`config.mk`:
```
export PLATFORM = sky130hd
export DESIGN_NAME = xcorr_engine
export DESIGN_NICKNAME = d
export VERILOG_FILES = /design/src/rtl/xcorr_engine.sv
export SDC_FILE = /design/constraint.sdc
export NUM_CORES = 1
export LEC_CHECK = 0
export ABC_AREA = 1
export CAP_MARGIN = 40
export CORE_AREA = 2 2 181 183
export DETAILED_ROUTE_END_ITERATION = 8
export DIE_AREA = 0 0 183 185
export PLACE_DENSITY_LB_ADDON = 0.08
export SYNTH_ARGS = -nofsm -noshare
export SYNTH_HDL_FRONTEND = slang
export SYNTH_SLANG_ARGS = --single-unit
```
`constraint.sdc`:
```
create_clock -name clk -period 6.87 [get_ports clk]
set_input_delay 1.374 -clock clk [delete_from_list [all_inputs] [get_ports clk]]
set_output_delay 1.374 -clock clk [all_outputs]
set_load 0.05 [all_outputs]
```
`src/rtl/xcorr_engine.sv`:
```
// Lag-k cross-correlation engine over two N-sample signed buffers.
// Define XCORR_CIRCULAR_EN for circular indexing (default: linear).
module xcorr_engine #(
   parameter int N  = 16,
   parameter int DW = 8,
   parameter int LW = $clog2(N),
   parameter int AW = 2*DW+LW
) (
   input  logic                 clk,
   input  logic                 reset,
   input  logic                 in_valid,
   output logic                 in_ready,
   input  logic signed [DW-1:0] in_a,
   input  logic signed [DW-1:0] in_b,
   input  logic                 start,
   input  logic [LW-1:0]        lag,
   output logic                 busy,
   output logic                 out_valid,
   input  logic                 out_ready,
   output logic signed [AW-1:0] result
);

   typedef enum logic [1:0] {LOAD, IDLE, RUN, DONE} state_t;

   localparam logic [LW-1:0] WP_LAST  = LW'(N-1);
   localparam logic [LW:0]   CNT_LAST = (LW+1)'(N);

   state_t                state;
   logic signed [DW-1:0]  mem_a [N];
   logic signed [DW-1:0]  mem_b [N];
   logic [LW-1:0]         wp;
   logic [LW-1:0]         k;
   logic [LW:0]           cnt;
   logic signed [2*DW-1:0] prod;
   logic signed [AW-1:0]  acc;

   logic [LW-1:0]          idx;
   logic [LW-1:0]          j;
   logic                   wrap;
   logic signed [2*DW-1:0] term;
   logic signed [AW-1:0]   prod_ext;
   logic                   we;
   logic [LW-1:0]          waddr;

   always_comb begin
      idx       = cnt[LW-1:0];
      {wrap, j} = {1'b0, idx} + {1'b0, k};
      term      = mem_a[idx] * mem_b[j];
`ifdef XCORR_CIRCULAR_EN
`else
      if (wrap) term = '0;
`endif
      prod_ext = {{(AW-2*DW){prod[2*DW-1]}}, prod};
      we       = !reset && in_valid &&
                 (state == LOAD || (state == IDLE && !start));
      waddr    = (state == LOAD) ? wp : '0;
   end

   // Buffers are never cleared; a full reload follows every reset.
   always_ff @(posedge clk) begin
      if (we) begin
         mem_a[waddr] <= in_a;
         mem_b[waddr] <= in_b;
      end
   end

   // RUN spans N+1 edges: products are registered one cycle ahead of the add.
   always_ff @(posedge clk) begin
      if (reset) begin
         state     <= LOAD;
         wp        <= '0;
         k         <= '0;
         cnt       <= '0;
         prod      <= '0;
         acc       <= '0;
         result    <= '0;
         out_valid <= 1'b0;
         busy      <= 1'b0;
         in_ready  <= 1'b1;
      end else begin
         unique case (state)
            LOAD: begin
               if (in_valid) begin
                  wp <= wp + 1'b1;
                  if (wp == WP_LAST) begin
                     state    <= IDLE;
                     in_ready <= 1'b0;
                  end
               end
            end
            IDLE: begin
               if (start) begin
                  k     <= lag;
                  cnt   <= '0;
                  acc   <= '0;
                  prod  <= '0;
                  busy  <= 1'b1;
                  state <= RUN;
               end else if (in_valid) begin
                  wp       <= LW'(1);
                  in_ready <= 1'b1;
                  state    <= LOAD;
               end
            end
            RUN: begin
               cnt <= cnt + 1'b1;
               acc <= acc + prod_ext;
               if (cnt != CNT_LAST) prod <= term;
               if (cnt == CNT_LAST) begin
                  result    <= acc + prod_ext;
                  out_valid <= 1'b1;
                  state     <= DONE;
               end
            end
            DONE: begin
               if (out_ready) begin
                  out_valid <= 1'b0;
                  busy      <= 1'b0;
                  state     <= IDLE;
               end
            end
            default: state <= LOAD;
         endcase
      end
   end

endmodule

```
* Yosys cells after proc, flatten, opt, wreduce, memory -nomap -nowiden
Memory sizes are Yosys's and may differ from the RTL's. A register that Yosys moved wholly into a read port is not among the register bits.
Cells that the tools add are included.
** Operators by class
- $add $sub $neg :: 4
- Multiply operators :: 1
- Equal/unequal tests :: 15
- Multiplexer cells :: 34
- Reductions and logical operators :: 20
** Operator list (number)
- 16-bit 2-to-1 mux :: 3
- 20-bit one-hot mux with 2 select lines :: 1
- 16-bit one-hot mux with 2 select lines :: 1
- 4-bit 2-to-1 mux :: 6
- 20-bit by 16-bit adder with 20-bit output :: 1
- 20-bit 2-to-1 mux :: 1
- 8-bit by 8-bit multiplier with 16-bit output :: 1
- 2-bit != test, second input constant :: 7
- 2-bit 2-to-1 mux :: 6
- 5-bit one-hot mux with 2 select lines :: 1
- 5-bit AND reduction :: 2
- 1-bit 2-to-1 mux :: 9
- 3-bit AND reduction :: 3
- 2-bit one-hot mux with 4 select lines :: 1
- 4-bit one-hot mux with 2 select lines :: 1
- 2-bit nonzero test :: 4
- 1-bit one-hot mux with 2 select lines :: 3
- 2-bit AND reduction :: 3
- 4-bit by 4-bit adder with 5-bit output :: 1
- 5-bit by 1-bit adder with 5-bit output, second input constant :: 1
- 5-bit == test, second input constant :: 1
- 5-bit 2-to-1 mux :: 1
- 5-bit != test, second input constant :: 1
- 4-bit by 1-bit adder with 4-bit output, second input constant :: 1
- other kinds (10) :: 14
** Word-level totals
- Flip-flop bits (word level) :: 74
- RAM bits :: 256
- Input port bits :: 25
- Output and inout port bits :: 23
- Logic and storage cells :: 86
- Memories :: 2
** Memory list
- mem_a :: depth 16, bits a word 8, rd ports 1, clocked after Yosys merged registers in 1, write ports 1, line 29 : logic signed [DW-1:0] mem_a [N];
- mem_b :: depth 16, bits a word 8, rd ports 1, clocked after Yosys merged registers in 0, write ports 1, line 30 : logic signed [DW-1:0] mem_b [N];

* Logic depth before layout (Yosys ltp)
- Depth after elaboration :: 6
- Mapped depth :: 34
- Gate-level depth less buffers :: 32

* Least setup slack after synthesis
Ideal clock, no wire load.
- Path type :: register to register
- Start point :: register k[0]
- End point :: register prod[11]
- Library setup time :: 0.132 ns
- Data arrival time :: 5.118 ns
- Required time :: 6.738 ns
- Setup slack :: 1.619 ns
- Cell stages (with the launch flop) :: 28
- Buffers on the path :: 2
- Period minus slack after synthesis :: 5.251 ns
- Path through :: dfxtp_1 -> ha_1 -> fa_1 -> buf_2 -> clkbuf_1 -> nand3_1 -> nand2_1 -> nand2_1 -> nand2_1 -> inv_1 -> o21ai_2 -> nor2_1 -> fa_1 -> inv_1 -> fa_1 -> inv_1 -> fa_1 -> inv_1 -> fa_1 -> inv_1 -> ha_1 -> nand2_1 -> nor2_1 -> nand2_1 -> nand3_1 -> or2_2 -> nand3_1 -> a21oi_1
** On the way
- Longest elaborated chain between the ends :: 6
** RTL lines
- start, declared :: line 32 : logic [LW-1:0] k;
- start signal, assigned :: line 93 : k <= lag;
- 4-bit by 4-bit adder with 5-bit output (*) :: line 47 : {wrap, j} = {1'b0, idx} + {1'b0, k};
- memory 16 x 8 bit
- 8-bit by 8-bit multiplier with 16-bit output :: line 48 : term = mem_a[idx] * mem_b[j];
- 16-bit 2-to-1 mux (*) :: line 51 : if (wrap) term = '0;
- 16-bit 2-to-1 mux (*) :: line 108 : if (cnt != CNT_LAST) prod <= term;
- 16-bit one-hot mux with 2 select lines (*) :: line 81 : unique case (state)
- end signal, assigned :: line 108
- end, declared :: line 34 : logic signed [2*DW-1:0] prod;
Every way passes the cells marked *; elsewhere a longest branch is shown, timed or not. The select of a mux whose other input is x is not followed.
A chain may end at the register's enable or synchronous reset.

* Final worst setup path
- Start point :: register cnt[0]
- End point :: register prod[12]
** On the way
- Longest elaborated chain between the ends :: 6
- Elaborated cells on any way between the ends :: 9
- Classes of those cells :: 1 x add/sub; 1 x mul; 2 x eq/ne; 3 x mux; 1 x reduce/logical; 1 x memory
** RTL lines
- start, declared :: line 33 : logic [LW:0] cnt;
- start signal, assigned :: line 106 : cnt <= cnt + 1'b1;
- 4-bit by 4-bit adder with 5-bit output :: line 47
- memory 16 x 8 bit
- 8-bit by 8-bit multiplier with 16-bit output :: line 48
- 16-bit 2-to-1 mux :: line 51
- 16-bit 2-to-1 mux :: line 108
- 16-bit one-hot mux with 2 select lines :: line 81
Several ways; a longest one is shown, not always the timed one. The select of a mux whose other input is x is not followed.

==> summary.md <==
| Metric | Value |
|---|---|
| Worst Tran Pin Value | 0.823 ns |
| Final Critical Period | 6.14 ns |
| Max Fclk | around 160 MHz |
| #FFs+latches synth | 334 |
| Final Cycle Share | 89.4% |
| Buffer count from post-CTS setup fixing | 0 |
| Synthesis-to-finish area growth | 12.4% |
| Buffers on Ports | 47 |
| Post_cts resized | 0 |
| Layout cells sized above 1 | 6.93% |
| DR pass1 iterations | 5 |
| Max-slew headroom | 45.1% |
| Synth top area share | 44.2% |
| Worst Skew | around 0.017 ns |
| Most common library cells after synthesis | nand2_1 (550), edfxtp_1 (256), inv_1 (219) |
| Pre-CTS WS | 0.743 ns |
| Total GRT Usage | 26.0% |
| Final WS setup | between 0.7 and 0.8 ns |
| Core Region | 32,000 um2 |
| Worst Setup SP | cnt[0]$_SDFFE_PP0P_ |
| CP endpoint | prod[12]$_SDFFE_PP0P_ |
| Syn Inst Count | 1,884 |
| Logic gate share of total power | 14.7% |
| Max-slew violation count | 0 |
| CP startpoint kind | flop |
| TritonCTS clock tree | done |
| Sequential share of the synthesized area | 53.2% |
| Cell Rows | 66 |
| Clock slew at reported path FFs | 0.06 ns |
| Top Ports | 48 |
| Top cells by area, synth | edfxtp_1 (44%), nand2_1 (12%), dfxtp_1 (9.0%), fa_1 (6.7%), nand3_1 (5.1%) |
| Post-synth top area cell | edfxtp_1 |
| Yosys warning total | 0 |
| Avg Cell Area, Syn | 9.23 um2 |
| Switching Fraction | 25.9% |
| WS Path Type | flop to flop |
| Reg power frac | 45.2% |
| Finished Layout Cells | around 2,400 |
| Largest net degree at the start of global routing | between 60 and 70 |
| Starting Density | 54.3% |
| Routed vias/inst | 5.43 |
| RR Endpoint | prod[12]$_SDFFE_PP0P_ |
| Hold Vio Cnt, Final | 0 |
| Max FO, Critical Path | 10 |
| Post-route DRC | 0 |
| Net switching power | 1.25 mW |
| Ys flop type | edfxtp_1 |
| # Max-Cap Violations | 0 |
| Crit end category | flop |
| Worst reg2reg path depth | 24 |
| DRT Wirelength | 42,600 um |
| CTS Hold Bufs | 0 |
| Routed vias | 12,871 |
| Min-delay src | acc[6]$_SDFFE_PP0P_ |
| Design Area, Final | 19,600 um2 |
| Inst Count DP | 2,306 |
| Vias in the first global route | ~12,000 |
| CTS sink cnt | 334 |
| Max IR drop VDD | 221 uV |
| R2R Setup Slk | between 0.7 and 0.8 ns |
| Grt total ovfl | 0 |
| Count leader, synth | nand2_1 |
| Number of CTS-inserted buffers | 36 |
| Global placement routability congestion | 0.882 |
| Post-route setup TNS | 0 ns |
| CTS Buffer Depth | 3 |
| First-pass GRT wire length | 67,800 um |
| EDFF count, synth | 256 |
| Status | completed |
| Worst min path class | flop to flop |
| Syn nets | 2,026 |
| Final ANT Viol Nets | 0 |
| DR WL/cell | roughly 18 um |
| Die X | 183 um |
| Worst EP arrival | 6.53 ns |
| Initial detailed-routing violation count | 999 |
| Clk pwr share | about two fifths |
| Internal power | 3.58 mW |
| Final setup viols | 0 |
| LEAKAGE | 8.32 nW |
| DP Area | 18,400 um2 |
| Async S/R FF share, synth | 0% |
| RSZ-0062 raised after global routing | false |
| CP Data Required Time | 7.26 ns |
| Root Driver | clkbuf_16 |
| Clk Latency, worst-skew pair | 0.54 ns |
| Detail Placement HPWL | approximately 27,000 um |
| Hold_ws | roughly 0.47 ns |
| Post-Syn Area | around 17,000 um2 |
| P per Cell Area | 247 nW/um2 |
| Final net count | just over 2,000 |
| Chip height | between 150 and 200 um |
| Post-synthesis cell type count | 44 |
| Htree depth | 2 |
| Die area | about 34,000 um2 |
| Reg2Reg Launch Point | cnt[0]$_SDFFE_PP0P_ |
| Antenna violations before repair | 1 |
worst min path at each step:
stage,endpoint,slack [ns],depth (start not counted)
global placement,acc[0]$_SDFFE_PP0P_,0.46,2
detailed placement,acc[7]$_SDFFE_PP0P_,0.46,2
global route,acc[15]$_SDFFE_PP0P_,0.48,2
CTS,acc[7]$_SDFFE_PP0P_,0.47,2
finish,acc[6]$_SDFFE_PP0P_,0.47,2
floorplan,prod[3]$_SDFFE_PP0P_,0.45,2
worst max-delay path, stage by stage, from the launching register on:
cell     delay (ns)
dfxtp_1        0.33
ha_2           0.19
fa_1           0.42
xor2_2         0.64
buf_4          0.31
nand2_1        0.07
nand2_1        0.06
inv_1          0.06
o21ai_4        0.29
inv_2          0.06
nand2_1        0.10
fa_1           0.47
fa_1           0.52
inv_1          0.05
fa_1           0.48
inv_1          0.06
fa_1           0.53
inv_1          0.04
ha_1           0.36
a21oi_1        0.25
nand2_1        0.13
nand4_1        0.10
nand2_1        0.08
o21ai_0        0.27
a21oi_1        0.10
sequential cells by signal, summed over array words and instances, names as in the netlist, named ones only:
signal	flops
wp	4
prod	16
acc	20
busy	1
out_valid	1
result	20
k	4
mem_b	128
mem_a	128
state	2
cnt	5
in_ready	1
layout by cell type (no fill, tap or decap), drive strengths merged, types with 2 or more instances in the layout:
cell | synthesis | layout
buf | 31 | 33
inv | 229 | 232
fa | 58 | 58
o21a | 10 | 10
a211oi | 4 | 4
nand2 | 559 | 559
clkdlybuf4s50 | 0 | 46
o221ai | 4 | 4
a21oi | 86 | 86
nor2 | 171 | 171
clkbuf | 33 | 47
edfxtp | 256 | 256
nand3b | 2 | 2
a21o | 2 | 2
nand3 | 178 | 178
o211ai | 7 | 7
nor3 | 4 | 4
or2 | 5 | 5
ha | 59 | 59
xnor2 | 6 | 6
clkinv | 1 | 13
nand4 | 10 | 10
o21ai | 69 | 69
xor2 | 8 | 8
o21bai | 7 | 7
a22o | 3 | 3
dfxtp | 78 | 78
bufinv | 0 | 3
layout make-up:
class / instances / area (um2)
clock inverters: 18 / 194
clock buffers: 47 / 983
repair buffers: 79 / 731
multi-input cells: 1255 / 7020
well taps: 408 / 510
fillers: 2741 / 12500
diodes: 1 / 2.50
flip-flops and latches: 334 / 9250
inverters: 230 / 866
stage by stage:
stage	util (%)	power (mW)
after floorplan	-	2.76
after global routing	61.0	5.06
after global placement	57.3	2.92
after detailed placement	57.3	2.93
final	61.0	4.83
after CTS	61.0	4.87
power groups by stage:
stage	logic, mW	clock network [mW]	registers (mW)
6_report	0.713	1.93	2.19
3_3_place_gp	0.695	0	2.23
5_1_grt	0.833	2.04	2.19
2_1_floorplan	0.528	0	2.23
3_5_place_dp	0.706	0	2.23
4_1_cts	0.715	1.97	2.19
kinds of logic (layout without fill, tap and decap cells):
family / after synthesis / count (layout) / synth area share, %
DFF: 334 / 334 / 53.2
and+or+nand+nor: 931 / 931 / 21.9
buffers and inverters: 295 / 374 / 6.73
adders and majority gates: 117 / 117 / 10.9
AOI/OAI and AO/OA: 193 / 193 / 6.53
xor gates and xnor gates: 14 / 14 / 0.748
other: 0 / 1 / 0
routing by layer:
layer  global-route usage [%]  part of all wire, %  vias to the layer above
li1                         -                    -                     6264
met1                     38.4                   47                     6147
met2                     40.6                   44                      390
met3                     4.25                  7.3                       70
met4                     6.40                  2.0                        0
met5                        0                    0                        -
Power figures use the tool's default switching activity.
